--- config.mk ---
export PLATFORM = sky130hd
export DESIGN_NAME = servo_pwm_array
export DESIGN_NICKNAME = d
export VERILOG_FILES = /design/src/rtl/servo_pwm_array.sv
export SDC_FILE = /design/constraint.sdc
export NUM_CORES = 2
export LEC_CHECK = 0
export ABC_AREA = 1
export CORE_ASPECT_RATIO = 1.2
export CORE_MARGIN = 3
export CORE_UTILIZATION = 50
export CTS_CLUSTER_DIAMETER = 60
export DETAILED_ROUTE_END_ITERATION = 8
export PLACE_DENSITY = 0.67
export RECOVER_POWER = 100
export SLEW_MARGIN = 5
export SYNTH_ARGS = -nofsm -noshare
export SYNTH_HDL_FRONTEND = slang
export SYNTH_SLANG_ARGS = --single-unit
--- constraint.sdc ---
create_clock -name clk -period 33.4 [get_ports clk]
set_input_delay 6.68 -clock clk [delete_from_list [all_inputs] [get_ports clk]]
set_output_delay 6.68 -clock clk [all_outputs]
set_load 0.01 [all_outputs]
--- src/rtl/servo_pwm_array.sv ---
// Multi-channel hobby-servo PWM generator sharing one frame counter; widths update only at frame boundaries.
// Optional feature: define SERVO_SLEW_EN to rate-limit angle changes to SLEW_STEP per frame.
module servo_pwm_array #(
   parameter int unsigned NUM_CH        = 4,
   parameter int unsigned PERIOD_CYCLES = 1000000,
   parameter int unsigned MIN_PULSE     = 50000,
   parameter int unsigned MAX_PULSE     = 100000,
   parameter int unsigned ANGLE_W       = 8,
   parameter int unsigned MAX_ANGLE     = 180,
   parameter int unsigned SLEW_STEP     = 2
) (
   input  logic                        clk,
   input  logic                        rst_n,
   input  logic [NUM_CH*ANGLE_W-1:0]   angle_in,
   input  logic [NUM_CH-1:0]           angle_valid,
   input  logic [NUM_CH-1:0]           enable,
   output logic [NUM_CH-1:0]           pwm_out,
   output logic                        frame_tick,
   output logic [NUM_CH-1:0]           settled
);

   localparam int unsigned CNT_W  = $clog2(PERIOD_CYCLES);
   localparam int unsigned SPAN   = MAX_PULSE - MIN_PULSE;
   localparam int unsigned PROD_W = ANGLE_W + $clog2(SPAN + 1);

   localparam logic [CNT_W-1:0]   LAST_CNT  = CNT_W'(PERIOD_CYCLES - 1);
   localparam logic [CNT_W-1:0]   MIN_W     = CNT_W'(MIN_PULSE);
   localparam logic [ANGLE_W-1:0] ANGLE_MAX = ANGLE_W'(MAX_ANGLE);
   localparam logic [PROD_W-1:0]  SPAN_P    = PROD_W'(SPAN);
   localparam logic [PROD_W-1:0]  DIV_P     = PROD_W'(MAX_ANGLE);

`ifdef SERVO_SLEW_EN
   localparam int unsigned STEP_LIM = SLEW_STEP;
`else
   // A limit no smaller than MAX_ANGLE never binds, so current jumps straight to target.
   localparam int unsigned STEP_LIM = (SLEW_STEP > MAX_ANGLE) ? SLEW_STEP : MAX_ANGLE;
`endif
   localparam logic [ANGLE_W-1:0] STEP_A = ANGLE_W'(STEP_LIM);

   logic [CNT_W-1:0] cnt_q, cnt_d;
   logic             tick_q, tick_d;
   logic             boundary;

   always_comb begin
      boundary = (cnt_q == LAST_CNT);
      cnt_d    = boundary ? '0 : cnt_q + CNT_W'(1);
      tick_d   = boundary;
   end

   always_ff @(posedge clk or negedge rst_n) begin
      if (!rst_n) begin
         cnt_q  <= '0;
         tick_q <= 1'b0;
      end else begin
         cnt_q  <= cnt_d;
         tick_q <= tick_d;
      end
   end

   assign frame_tick = tick_q;

   for (genvar k = 0; k < NUM_CH; k++) begin : g_ch
      logic [ANGLE_W-1:0] field;
      logic [ANGLE_W-1:0] tgt_q, tgt_d;
      logic [ANGLE_W-1:0] cur_q, cur_d;
      logic [ANGLE_W-1:0] nxt_cur;
      logic [ANGLE_W-1:0] diff;
      logic [PROD_W-1:0]  prod;
      logic [PROD_W-1:0]  quot;
      logic [CNT_W-1:0]   width_q, width_d;
      logic               en_q, en_d;
      logic               pwm_q, pwm_d;
      logic               settled_q, settled_d;

      always_comb begin
         field = angle_in[k*ANGLE_W +: ANGLE_W];
         tgt_d = tgt_q;
         if (angle_valid[k]) begin
            tgt_d = (field > ANGLE_MAX) ? ANGLE_MAX : field;
         end

         // Step uses the target held before this cycle, so a same-cycle load waits a frame.
         if (tgt_q >= cur_q) begin
            diff    = tgt_q - cur_q;
            nxt_cur = (32'(diff) > STEP_LIM) ? cur_q + STEP_A : tgt_q;
         end else begin
            diff    = cur_q - tgt_q;
            nxt_cur = (32'(diff) > STEP_LIM) ? cur_q - STEP_A : tgt_q;
         end

         prod = PROD_W'(nxt_cur) * SPAN_P;
         quot = prod / DIV_P;

         cur_d   = boundary ? nxt_cur : cur_q;
         width_d = boundary ? MIN_W + CNT_W'(quot) : width_q;
         en_d    = boundary ? enable[k] : en_q;

         pwm_d     = en_q && (cnt_q < width_q);
         settled_d = (cur_q == tgt_q);
      end

      always_ff @(posedge clk or negedge rst_n) begin
         if (!rst_n) begin
            tgt_q     <= '0;
            cur_q     <= '0;
            width_q   <= '0;
            en_q      <= 1'b0;
            pwm_q     <= 1'b0;
            settled_q <= 1'b1;
         end else begin
            tgt_q     <= tgt_d;
            cur_q     <= cur_d;
            width_q   <= width_d;
            en_q      <= en_d;
            pwm_q     <= pwm_d;
            settled_q <= settled_d;
         end
      end

      assign pwm_out[k] = pwm_q;
      assign settled[k] = settled_q;
   end

endmodule

==> results.json <==
{
  "vias": 32200,
  "drv_cap": 7,
  "highest_layer": "met4",
  "cts_hold_buf": 0,
  "wl_met2_mm": 41.2,
  "coreArea_sq_mm": 0.0684,
  "cts-resized-gates": 0,
  "wl_met3_mm": 1.67,
  "worst_pin_slew_ns": 6.52,
  "synth-async-reset-ratio_pct": 100,
  "drc": 0,
  "avgSynthCellArea_sq_um": 6.65,
  "period_needed_ns": 19.41,
  "wl_per_cell_microns": 13.2,
  "slew_headroom_pct": -335,
  "root_buffer": "clkbuf_16",
  "grt_pass1_wl_mm": 139,
  "yosysTopAreaCell": "nand2_1",
  "grt_usage_pct": 22.5,
  "cpPeakStageDelay_ns": 0.64,
  "numCtsBuffers": 17,
  "fmax_mhz": 51.5,
  "dp_hpwl_mm": 66.9,
  "hold_end": "g_ch[2].width_q[14]$_DFFE_PN0P_",
  "hp-start": "g_ch[2].width_q[14]$_DFFE_PN0P_",
  "finalSetupViolCount": 0,
  "cts.path.max_buffers": 2,
  "finalHoldViolCount": 0,
  "seq_area_frac_synth_pct": 12.2,
  "drt_iter0_markers": 1375,
  "wl_met1_mm": 37.0,
  "first_global_vias": 30400,
  "synth.top_cells.by_area": "nand2_1 (14%), ha_1 (13%), dfrtp_1 (12%), inv_1 (7.5%), nand3_1 (7.3%)",
  "yosysWarnings": 0,
  "synth_area_sq_mm": 0.0347,
  "r2r_slack_ns": 13.99,
  "ys_seq_elements": 169,
  "critical_path_class": "flop to flop",
  "yosys.area.top_type_share_pct": 13.7,
  "timing.rr.start": "g_ch[2].tgt_q[1]$_DFFE_PN0P_",
  "initial_core_util_pct": 50.6,
  "first_pass_iters": 5,
  "globalplace.congestion": 0.877,
  "worst_setup_path_start_kind": "flop",
  "synth-main-ff-cell": "dfrtp_1",
  "synth.distinct_cells": 73,
  "area_growth_pct": 4.42,
  "cpMostUsedCell": "nand2_1",
  "syn_nets": 5668,
  "end_kind": "flop",
  "dieWidth_microns": 246,
  "crit_path_max_fanout": 13,
  "crit_family": "simple AND/OR/NAND/NOR gates",
  "cp_num_buf_inv": 13,
  "cts_num_sinks": 169,
  "layout-drive-gt1-share_pct": 15.2,
  "row_count": 105,
  "fill_cells": 6979,
  "io_pins": 51,
  "slew_violations": 372,
  "timing.setup.tns_ns": 0,
  "reg2reg_depth": 122,
  "overflow": 0,
  "ant_nets": 0,
  "violations": "max-capacitance violations, max-slew violations",
  "status": "finished with violations",
  "antenna_found_initial": 0,
  "post_cts_buffers": 0,
  "dieArea_sq_mm": 0.0725,
  "synth-edff-count": 0,
  "htree_levels": 4,
  "holdPathStages": 2,
  "clkLatencyLatePin_ns": 0.51,
  "antenna_cells_inserted": 0,
  "crit_arrival_ns": 19.78,
  "rsz0062_at_grt": "no",
  "hp-class": "flop to flop",
  "final_common_cell": "nand2_1",
  "nNetsFinal": 5693,
  "clkTransAtPathRegs_ns": 0.08,
  "wl_mm": 81.3,
  "fin_crit_sh_pct": 58.1,
  "skew_ns": 0.0241,
  "mostFrequentLayoutCells": "nand2_1 (1296), inv_1 (696), nand3_1 (522)",
  "port_buffers": 50,
  "grt_max_degree": 109,
  "cts_tree": "built",
  "required_ns": 33.77,
  "timing.rr.end": "g_ch[2].width_q[0]$_DFFE_PN0P_",
  "critical_path.slowest_cell": "o21ai_0",
  "die_h_microns": 294,
  "vias_per_cell": 5.22,
  "syn_inst": 5209
}
## worst max path at each step
stage | cells past startpoint | start | slack, ns | end
2_1_floorplan | 122 | g_ch[1].tgt_q[1]$_DFFE_PN0P_ | 18.95 | g_ch[1].width_q[0]$_DFFE_PN0P_
3_3_place_gp | 121 | g_ch[2].tgt_q[1]$_DFFE_PN0P_ | 16.91 | g_ch[2].width_q[0]$_DFFE_PN0P_
3_5_place_dp | 121 | g_ch[2].tgt_q[1]$_DFFE_PN0P_ | 16.85 | g_ch[2].width_q[0]$_DFFE_PN0P_
4_1_cts | 121 | g_ch[2].tgt_q[1]$_DFFE_PN0P_ | 16.74 | g_ch[2].width_q[0]$_DFFE_PN0P_
5_1_grt | 114 | g_ch[1].tgt_q[1]$_DFFE_PN0P_ | 11.78 | g_ch[1].width_q[0]$_DFFE_PN0P_
6_report | 122 | g_ch[2].tgt_q[1]$_DFFE_PN0P_ | 13.99 | g_ch[2].width_q[0]$_DFFE_PN0P_
## Yosys cell counts, types with 92 or more instances
cell and n:
inv_1 693, o21ai_0 228, nand2_2 322, ha_1 369
nand2_1 1267, a21oi_1 189, xor2_1 215, dfrtp_1 165
nand4_1 92, nand2_4 120, nand3_1 508, nor2_1 247
## kinds of logic after synthesis
kind of cell / share of synthesized area, %
simple gates: 45.2
buf+inv: 9.27
compound gates: 10.7
fa+ha+maj: 16.1
xor+xnor: 6.53
flops: 12.2
## metrics by stage
stage / setup WS [ns] / util [%] / area, sq um / instances / hold WS [ns]
finish: 13.99 / 52.9 / 36200 / 6156 / 0.487
global route: 11.78 / 52.9 / 36200 / 6156 / 0.511
CTS: 16.74 / 53.7 / 36700 / 6156 / 0.494
detailed placement: 16.85 / 52.7 / 36100 / 6124 / 0.474
global placement: 16.91 / 52.7 / 36100 / 6124 / 0.467
floorplan: 18.95 / - / 34700 / 5209 / 0.443
## flip-flops by register name (all words and copies together) (netlist names)
| register | cells |
|---|---|
| g_ch.tgt_q | 32 |
| cnt_q | 20 |
| g_ch.settled_q | 4 |
| g_ch.en_q | 4 |
| g_ch.cur_q | 32 |
| frame_tick | 1 |
| g_ch.pwm_q | 4 |
| g_ch.width_q | 72 |
## per-layer routing
| layer | up-vias | GRT usage (%) |
|---|---|---|
| met3 | 83 | 1.94 |
| met2 | 348 | 41.9 |
| met1 | 14700 | 27.9 |
| li1 | 17000 | - |
| met5 | - | 0 |
| met4 | 0 | 5.59 |
## final cells by class
cell class              count  area [sq um]  share of cell area, %
well taps                 909          1140                   3.14
flip-flops and latches    169          4230                   11.7
inverters                 777          2940                   8.12
multi-input cells        4211         26700                   73.8
repair buffers             58           536                   1.48
clock inverters            15           221                  0.612
clock buffers              17           425                   1.18
## worst register-to-register path, delay by kind of cell (launching register included)
family,cells,cell delay [ns]
buf+inv,13,1.09
fa+ha+maj,7,2.16
xor+xnor,3,0.73
compound gates,9,2.77
flops,1,0.45
simple gates,90,12.09
Power is left out: the tool's default activity adds up to more than one toggle a clock period on the data nets, which glitch-free logic cannot reach.
